**src/rtl/regfile_wb_arbiter_if.sv**
```systemverilog
// Writeback request bundle plus the register-file write-port bundle.
// The master side is the group of writeback requesters. The slave side is the arbiter.
interface regfile_wb_arbiter_if #(
    parameter int SIZE        = 32,
    parameter int REG_NUM     = 64,
    parameter int NUM_REQ     = 4,
    parameter int WRITE_PORTS = 3
);
    localparam int RW = $clog2(REG_NUM);
    localparam int CW = $clog2(WRITE_PORTS + 1);

    logic [NUM_REQ-1:0]                req_valid;
    logic [NUM_REQ-1:0][RW-1:0]        req_reg;
    logic [NUM_REQ-1:0][SIZE-1:0]      req_data;
    logic [NUM_REQ-1:0]                req_ready;
    logic [WRITE_PORTS-1:0]            RegWrite;
    logic [WRITE_PORTS-1:0][RW-1:0]    write_reg;
    logic [WRITE_PORTS-1:0][SIZE-1:0]  write_data;
    logic [CW-1:0]                     grant_cnt;

    modport master (
        output req_valid, req_reg, req_data,
        input  req_ready, RegWrite, write_reg, write_data, grant_cnt
    );

    modport slave (
        input  req_valid, req_reg, req_data,
        output req_ready, RegWrite, write_reg, write_data, grant_cnt
    );
endinterface

```
**src/rtl/regfile_wb_arbiter.sv**
```systemverilog
// Round-robin writeback arbiter. It shares WRITE_PORTS register-file write ports
// among NUM_REQ requesters and never grants two writes to the same register.
module regfile_wb_arbiter #(
    parameter int SIZE        = 32,
    parameter int REG_NUM     = 64,
    parameter int NUM_REQ     = 4,
    parameter int WRITE_PORTS = 3
) (
    input  logic                  clk,
    input  logic                  rst_n,
    regfile_wb_arbiter_if.slave   bus
);
    localparam int RW = $clog2(REG_NUM);
    localparam int PW = $clog2(NUM_REQ);
    localparam int CW = $clog2(WRITE_PORTS + 1);
    localparam logic [CW-1:0] WP_C  = CW'(WRITE_PORTS);
    localparam logic [PW:0]   NR_C  = (PW+1)'(NUM_REQ);
    localparam logic [PW-1:0] LAST  = PW'(NUM_REQ - 1);

    logic [PW-1:0]                    rr_ptr, nxt_ptr;
    logic [NUM_REQ-1:0]               grant;
    logic [CW-1:0]                    used;
    logic [WRITE_PORTS-1:0]           nxt_we;
    logic [WRITE_PORTS-1:0][RW-1:0]   nxt_reg;
    logic [WRITE_PORTS-1:0][SIZE-1:0] nxt_data;

    logic [WRITE_PORTS-1:0]           we_q;
    logic [WRITE_PORTS-1:0][RW-1:0]   reg_q;
    logic [WRITE_PORTS-1:0][SIZE-1:0] data_q;
    logic [CW-1:0]                    cnt_q;

    // Scan requesters from rr_ptr. Each winner takes the next free port. A
    // request that targets a register already granted in this scan is skipped.
    always_comb begin
        logic [PW:0]   sum;
        logic [PW-1:0] idx;
        logic          conflict;
        grant    = '0;
        used     = '0;
        nxt_we   = '0;
        nxt_reg  = '0;
        nxt_data = '0;
        nxt_ptr  = rr_ptr;
        for (int k = 0; k < NUM_REQ; k++) begin
            sum = {1'b0, rr_ptr} + (PW+1)'(k);
            if (sum >= NR_C)
                sum = sum - NR_C;
            idx = sum[PW-1:0];
            conflict = 1'b0;
            for (int j = 0; j < NUM_REQ; j++)
                if (grant[j] && (bus.req_reg[j] == bus.req_reg[idx]))
                    conflict = 1'b1;
            if (rst_n && bus.req_valid[idx] && (used < WP_C) && !conflict) begin
                grant[idx] = 1'b1;
                for (int p = 0; p < WRITE_PORTS; p++)
                    if (used == CW'(p)) begin
                        nxt_we[p]   = 1'b1;
                        nxt_reg[p]  = bus.req_reg[idx];
                        nxt_data[p] = bus.req_data[idx];
                    end
                used    = used + 1'b1;
                nxt_ptr = (idx == LAST) ? '0 : idx + 1'b1;
            end
        end
    end

    // Register the port bundle. Idle ports keep their old index and data.
    always_ff @(posedge clk or negedge rst_n) begin
        if (!rst_n) begin
            rr_ptr <= '0;
            we_q   <= '0;
            reg_q  <= '0;
            data_q <= '0;
            cnt_q  <= '0;
        end else begin
            rr_ptr <= nxt_ptr;
            we_q   <= nxt_we;
            cnt_q  <= used;
            for (int p = 0; p < WRITE_PORTS; p++)
                if (nxt_we[p]) begin
                    reg_q[p]  <= nxt_reg[p];
                    data_q[p] <= nxt_data[p];
                end
        end
    end

    assign bus.req_ready  = grant;
    assign bus.RegWrite   = we_q;
    assign bus.write_reg  = reg_q;
    assign bus.write_data = data_q;
    assign bus.grant_cnt  = cnt_q;
endmodule

```
**src/flat_wrapper.sv**
```systemverilog
// flat-port wrapper written by rule: the top's interface ports become plain ports
module regfile_wb_arbiter_flat 
#(
    parameter int SIZE        = 32,
    parameter int REG_NUM     = 64,
    parameter int NUM_REQ     = 4,
    parameter int WRITE_PORTS = 3
)
  (clk, rst_n, bus_req_valid, bus_req_reg, bus_req_data, bus_req_ready, bus_RegWrite, bus_write_reg, bus_write_data, bus_grant_cnt);
  regfile_wb_arbiter_if #(.SIZE(SIZE), .REG_NUM(REG_NUM), .NUM_REQ(NUM_REQ), .WRITE_PORTS(WRITE_PORTS)) bus_i ();
  input  logic clk;
  input  logic rst_n;
  input wire logic [$bits(bus_i.req_valid)-1:0] bus_req_valid;
  input wire logic [$bits(bus_i.req_reg)-1:0] bus_req_reg;
  input wire logic [$bits(bus_i.req_data)-1:0] bus_req_data;
  output wire logic [$bits(bus_i.req_ready)-1:0] bus_req_ready;
  output wire logic [$bits(bus_i.RegWrite)-1:0] bus_RegWrite;
  output wire logic [$bits(bus_i.write_reg)-1:0] bus_write_reg;
  output wire logic [$bits(bus_i.write_data)-1:0] bus_write_data;
  output wire logic [$bits(bus_i.grant_cnt)-1:0] bus_grant_cnt;
  assign bus_i.req_valid = bus_req_valid;
  assign bus_i.req_reg = bus_req_reg;
  assign bus_i.req_data = bus_req_data;
  assign bus_req_ready = bus_i.req_ready;
  assign bus_RegWrite = bus_i.RegWrite;
  assign bus_write_reg = bus_i.write_reg;
  assign bus_write_data = bus_i.write_data;
  assign bus_grant_cnt = bus_i.grant_cnt;
  regfile_wb_arbiter #(.SIZE(SIZE), .REG_NUM(REG_NUM), .NUM_REQ(NUM_REQ), .WRITE_PORTS(WRITE_PORTS)) u_core (.clk(clk), .rst_n(rst_n), .bus(bus_i));
endmodule
```
**config.mk**
```make
export PLATFORM = sky130hd
export DESIGN_NAME = regfile_wb_arbiter_flat
export DESIGN_NICKNAME = d
export VERILOG_FILES = /design/src/rtl/regfile_wb_arbiter_if.sv /design/src/rtl/regfile_wb_arbiter.sv /design/src/flat_wrapper.sv
export SDC_FILE = /design/constraint.sdc
export NUM_CORES = 1
export LEC_CHECK = 0
export ABC_CLOCK_PERIOD_IN_PS = 10100
export CORE_AREA = 2 2 178 180
export CTS_CLUSTER_DIAMETER = 80
export CTS_CLUSTER_SIZE = 28
export DETAILED_ROUTE_END_ITERATION = 7
export DIE_AREA = 0 0 180 182
export PLACE_DENSITY = 0.71
export SYNTH_ARGS = -nofsm -noshare
export SYNTH_HDL_FRONTEND = slang
export SYNTH_SLANG_ARGS = --single-unit
export TNS_END_PERCENT = 100
```
**constraint.sdc**
```tcl
create_clock -name clk -period 10.1 [get_ports clk]
set_input_delay 2.02 -clock clk [delete_from_list [all_inputs] [get_ports clk]]
set_output_delay 2.02 -clock clk [all_outputs]
set_load 0.02 [all_outputs]
```
; Yosys cells after proc, flatten, opt, wreduce, memory -nomap -nowiden
; Index checks and enable logic that the tools add are counted.
; Widths: inputs -> output; s select.
[totals]
ff_bits = 121
word_cells = 199
[op_classes]
add_sub_neg = 14
order_cmp = 15
n_eq_ne = 22
n_mux = 103
bitwise_logic = 3
n_reduce_logical = 33
[ops]
columns = cell, count
row1 = $mux 32, 14
row2 = $mux 96, 3
row3 = $bmux 32 s2, 4
row4 = $mux 6, 14
row5 = $eq 6x6->1, 12
row6 = $mux 18, 3
row7 = $bmux 6 s2, 4
row8 = $mux 1, 31
row9 = $mux 2, 15
row10 = $logic_and 1x1->1, 26
row11 = $mux 4, 4
row12 = $add 2x1->2 const B, 7
row13 = $eq 2x2->1 const B, 7
row14 = $lt 2x3->1 const B, 4
row15 = $or 4x4->4, 3
row16 = $ge 3x3->1 const B, 3
row17 = $mux 3, 3
row18 = $bmux 1 s2, 4
row19 = $demux 1 s2, 4
row20 = $ge 2x1->1 const B, 4
row21 = $sub 2x1->2 const B, 4
row22 = $add 2x2->3 const B, 2
row23 = $eq 2x1->1 const B, 3
row24 = $logic_not 2->1, 3
row25 = other kinds (5), 9

; Logic depth before layout (Yosys ltp)
; Gate-level depths: netlist of the first run.
[logic_depth]
word_depth = 31
mapped_depth = 35
ltp_nobuf = 26

; Worst setup path before layout of the first run
; No wires, ideal clock.
[synth_timing]
kind = input port to output port
from = in bus_req_valid[1]
to = out bus_req_ready[0]
t_arrival_ns = 7.858
t_required_ns = 8.080
setup_slack_ns = 0.222
cell_stages = 31
path_buffers = 7
cell_sequence = mux2i_1 or2_1 clkbuf_1 and2_1 buf_6 inv_2 buf_4 a41oi_1 o211ai_1 nor2_2 clkbuf_1 inv_1 ha_1 nand2_1 o2111ai_1 a41oi_1 nand3_1 a21oi_2 clkbuf_1 inv_1 fa_1 inv_1 ha_1 a2111oi_0 nand2_1 a211o_1 a211oi_4 and2_1 buf_4 buf_2 a211o_1
[synth_between]
elab_chain_len = 28
word_cells_on_any_way = 60
[synth_lines]
columns = item, line_no
row1 = "start, declared", flat_wrapper.sv:13  ; input wire logic [$bits(bus_i.req_valid)-1:0] bus_req_valid;
row2 = $bmux 1 s2, regfile_wb_arbiter.sv:53  ; if (rst_n && bus.req_valid[idx] && (used < WP_C) && !conflict) begin
row3 = $mux 1 (not written as such), regfile_wb_arbiter.sv:53
row4 = $logic_and 1x1->1, regfile_wb_arbiter.sv:53
row5 = $mux 4, regfile_wb_arbiter.sv:53
row6 = $logic_and 1x1->1, regfile_wb_arbiter.sv:51  ; if (grant[j] && (bus.req_reg[j] == bus.req_reg[idx]))
row7 = $mux 1 (4 in a row), regfile_wb_arbiter.sv:51
row8 = $logic_not 1->1, regfile_wb_arbiter.sv:53
row9 = $logic_and 1x1->1, regfile_wb_arbiter.sv:53
row10 = [... 6 more ...], --
row11 = $logic_not 1->1, regfile_wb_arbiter.sv:53
row12 = $logic_and 1x1->1, regfile_wb_arbiter.sv:53
row13 = $mux 4, regfile_wb_arbiter.sv:53
row14 = $logic_and 1x1->1, regfile_wb_arbiter.sv:51
row15 = $mux 1 (4 in a row), regfile_wb_arbiter.sv:51
row16 = $logic_not 1->1, regfile_wb_arbiter.sv:53
row17 = $logic_and 1x1->1, regfile_wb_arbiter.sv:53
row18 = $mux 4 (*), regfile_wb_arbiter.sv:53
row19 = "end, declared", flat_wrapper.sv:16  ; output wire logic [$bits(bus_i.req_ready)-1:0] bus_req_ready;
; Every way passes the cells marked *; elsewhere a longest branch is shown, timed or not. The select of a mux whose other input is x is not followed.

; Worst setup path in the final report of the first run
[layout_timing]
from = in bus_req_reg[17]
to = out bus_req_ready[2]
[layout_between]
elab_chain_len = 27
word_cells_on_any_way = 60
[layout_lines]
columns = item, line_no
row1 = "start, declared", flat_wrapper.sv:14  ; input wire logic [$bits(bus_i.req_reg)-1:0] bus_req_reg;
row2 = $bmux 6 s2, regfile_wb_arbiter.sv:51
row3 = $mux 6 (not written as such), regfile_wb_arbiter.sv:51
row4 = $eq 6x6->1, regfile_wb_arbiter.sv:51
row5 = $logic_and 1x1->1, regfile_wb_arbiter.sv:51
row6 = $mux 1 (4 in a row), regfile_wb_arbiter.sv:51
row7 = $logic_not 1->1, regfile_wb_arbiter.sv:53
row8 = $logic_and 1x1->1, regfile_wb_arbiter.sv:53
row9 = $mux 4, regfile_wb_arbiter.sv:53
row10 = [... 5 more ...], --
row11 = $logic_not 1->1, regfile_wb_arbiter.sv:53
row12 = $logic_and 1x1->1, regfile_wb_arbiter.sv:53
row13 = $mux 4, regfile_wb_arbiter.sv:53
row14 = $logic_and 1x1->1, regfile_wb_arbiter.sv:51
row15 = $mux 1 (4 in a row), regfile_wb_arbiter.sv:51
row16 = $logic_not 1->1, regfile_wb_arbiter.sv:53
row17 = $logic_and 1x1->1, regfile_wb_arbiter.sv:53
row18 = $mux 4 (*), regfile_wb_arbiter.sv:53
; Marks and branches as above.

==> run metrics, run 1 <==
nets@finish between 1500 and 2000; critical path data required time 8.08 ns; r2r setup slk 1.87 ns; endpoints failing hold 0; status finished clean; HPWL after detailed placement approximately 31000 um; reg-to-reg critical path startpoint u_core.rr_ptr[0]; data arrival time of the worst path approximately 7.5 ns; diode insertion count for antenna repair 0; Hold-fix buffers, CTS 0; post-synthesis instance area about 0.012 mm^2; die boundary height 182 um; most common library cell in the layout ignoring fill and taps clkdlybuf4s50_1; Cell Rows 65; largest net degree at the start of global routing 124; antenna-violating nets left 0; highest clock rate roughly 0.11 GHz; startpoint of the tightest hold check path u_core.bus.write_data[82]; DR WL/cell roughly 23 um; area of the core region between 0.03 and 0.04 mm^2; clock transition at the registers of the reported paths 0.07 ns; routed vias about 13000; clock tree from TritonCTS yes; total power of the final layout between 6000 and 7000 uW; unrepaired setup endpoints after global routing false; slowest stage cell, crit path clkdlybuf4s50_1; overflow left after global routing 0; relative max-transition margin 0.3485; filler instances approximately 2900; growth of design area from synthesis to finish 31.00%; Cell variety after synth 67; reported max-cap violation count 0; worst r2r path cells 29; maximum clock path buffer count 2; worst min path class reg2reg; insertion delay to the later sink of the worst-skew pair 0.42 ns; Max FO, Critical Path 7; core occupancy in the finished layout 0.5123; kind of critical path in2out; detailed-route wire length around 47000 um; htree depth 4; floorplan die width 180 um; CP endpoint kind output pin; Clock Skews ~0.012 ns; power density cells about 400 mW/mm^2; Synth Warn # 0; antenna violations before repair 1; Tot GR Track Use 0.2779; proportion of register bits with asynchronous set or reset after synthesis 1.000; most used cell, CP nand2_1; net count of the mapped netlist around 1600; number of iterations in the first detailed-routing pass 5; remaining design rule violation count 0; clock net sink count 121; Final GP Congestion between 0.9 and 1; leakage component of the power 0.006752 uW; Critical Path Max Stage Delay 0.67 ns; final worst path period share 0.9396; Synth Flop Type dfrtp_1; part of the Yosys area used for sequential elements 0.2499; summed negative setup slack over all endpoints 0 ns; first-iteration detailed-routing DRC count 1254; launching element type of the critical path input port; Cells after Synth ~1500; flip-flop count of the largest register after layout 96; Worst Hold End u_core.bus.write_data[82]; flops & latches, synth approximately 120; I/O pin total 281; number of pins with negative max-slew slack in the final report 0; number of failing setup endpoints in the final timing report 0; Num CTS Buffers 17; via count of the first global-routing pass about 13000; count of buffers from port buffering 280; maximum vdd ir drop between 0.0002 and 0.0003 V; full die area around 0.033 mm^2; actual slew at the worst max-slew pin roughly 0.98 ns; fraction of final layout cells sized beyond drive strength 1 0.1611; wire length of the first global-routing pass 72330 um; worst reg2reg endpoint u_core.bus.write_reg[14]; number of enable flip-flop cells after synthesis 0; most frequent cells in the layout clkdlybuf4s50_1 (270), nor2_1 (203), mux2_2 (145), dfrtp_1 (119), nand2_1 (96); initial core utilization 0.3911; cell at the root of the clock tree clkbuf_16; synthesized area per cell about 8.3 um^2; Final Critical Period between 9 and 10 ns; Vias per Instance roughly 6.2; worst hold path depth 1
how the worst max path moves through the flow:
stage | start | end | slack [ns] | cells past startpoint
2_1_floorplan | bus_req_valid[1] | bus_req_ready[0] | 0.22 | 31
3_3_place_gp | bus_req_reg[15] | bus_req_ready[2] | 0.24 | 26
3_5_place_dp | bus_req_reg[15] | bus_req_ready[2] | 0.14 | 26
4_1_cts | bus_req_reg[15] | bus_req_ready[2] | 0.13 | 26
5_1_grt | bus_req_valid[0] | bus_req_ready[2] | 0.21 | 28
6_report | bus_req_reg[17] | bus_req_ready[2] | 0.61 | 27
cell usage after synthesis (7+ instances only):
cell	number	share of area
buf_2	11	0.0045
o21ai_0	89	0.037
clkbuf_1	134	0.042
ha_1	13	0.013
o21bai_1	32	0.020
mux4_2	8	0.015
dfrtp_1	121	0.25
inv_1	11	0.0034
nand2_1	99	0.031
mux2_4	9	0.011
nor4_1	7	0.0036
and2_1	7	0.0036
a21oi_1	95	0.039
o311ai_0	33	0.024
nor2b_1	8	0.0041
nor2_1	203	0.063
o22ai_1	32	0.017
xnor2_1	25	0.018
buf_1	15	0.0046
nand3_1	10	0.0041
o211ai_1	35	0.022
and3_1	36	0.019
a221oi_1	37	0.027
a2bb2o_1	32	0.026
mux2i_1	95	0.078
nor3_1	11	0.0045
xor2_1	37	0.027
mux2_2	145	0.13
what timing repair did:
action / in CTS / in global routing
setup endpoints to repair: 0 / 4
gates resized for setup: 0 / 14
buffers inserted: 0 / 1
layer usage:
| metal | global-route usage | part of all wire | vias to the layer above |
|---|---|---|---|
| li1 | - | - | 5768 |
| met1 | 0.3674 | 0.42 | 6163 |
| met2 | 0.4526 | 0.46 | 699 |
| met3 | 0.05716 | 0.089 | 92 |
| met4 | 0.09366 | 0.027 | 0 |
| met5 | 0 | 0 | - |
cells by family after synthesis:
| kind of cell | synth area share |
|---|---|
| compound gates | 0.2469 |
| flops | 0.2499 |
| fa+ha+maj | 0.01508 |
| xor+xnor | 0.04481 |
| simple gates | 0.1448 |
| buf+inv | 0.05937 |
| mux | 0.2392 |
where the power goes:
part           internal [uW]  total [uW]  switching [uW]
Sequential               742         951             209
Clock                    369         628             260
Combinational           1870        4600            2730
Total                   2980        6180            3200
layout make-up:
| type | instances | area (um^2) | share of cell area |
|---|---|---|---|
| sequential | 121 | 3033 | 0.1911 |
| tap | 402 | 503.0 | 0.03169 |
| timing repair buffer | 330 | 3218 | 0.2027 |
| inverter | 13 | 48.80 | 0.003074 |
| multi-input combinational | 1168 | 8481 | 0.5342 |
| clock inverter | 15 | 165.2 | 0.01040 |
| clock buffer | 17 | 425.4 | 0.02680 |
critical path, delay by kind of cell:
family | cells | cell delay (ns)
and+or+nand+nor | 9 | 1.21
AOI/OAI and AO/OA | 8 | 1.73
buffers and inverters | 6 | 1.33
xor gates and xnor gates | 1 | 0.20
adders and majority gates | 3 | 0.97
stage by stage:
stage,setup slack [ns],hold slack (ns),instances,cell area [um^2]
2_1_floorplan,0.2220,0.6358,1468,12120
3_3_place_gp,0.2365,0.4889,2033,15230
6_report,0.6101,0.5131,2066,15870
3_5_place_dp,0.1430,0.4982,2033,15230
5_1_grt,0.2124,0.5322,2066,15870
4_1_cts,0.1302,0.5131,2065,15820
Power figures use the tool's default switching activity.
==> run 2: changes to the inputs <==
--- a/config.mk
+++ b/config.mk
@@ -12,6 +12,7 @@
 export DETAILED_ROUTE_END_ITERATION = 7
 export DIE_AREA = 0 0 180 182
 export PLACE_DENSITY = 0.71
+export SLEW_MARGIN = 20
 export SYNTH_ARGS = -nofsm -noshare
 export SYNTH_HDL_FRONTEND = slang
 export SYNTH_SLANG_ARGS = --single-unit
==> results of run 2 <==
The final DEF is identical to that of run 1; final timing and power are the same.
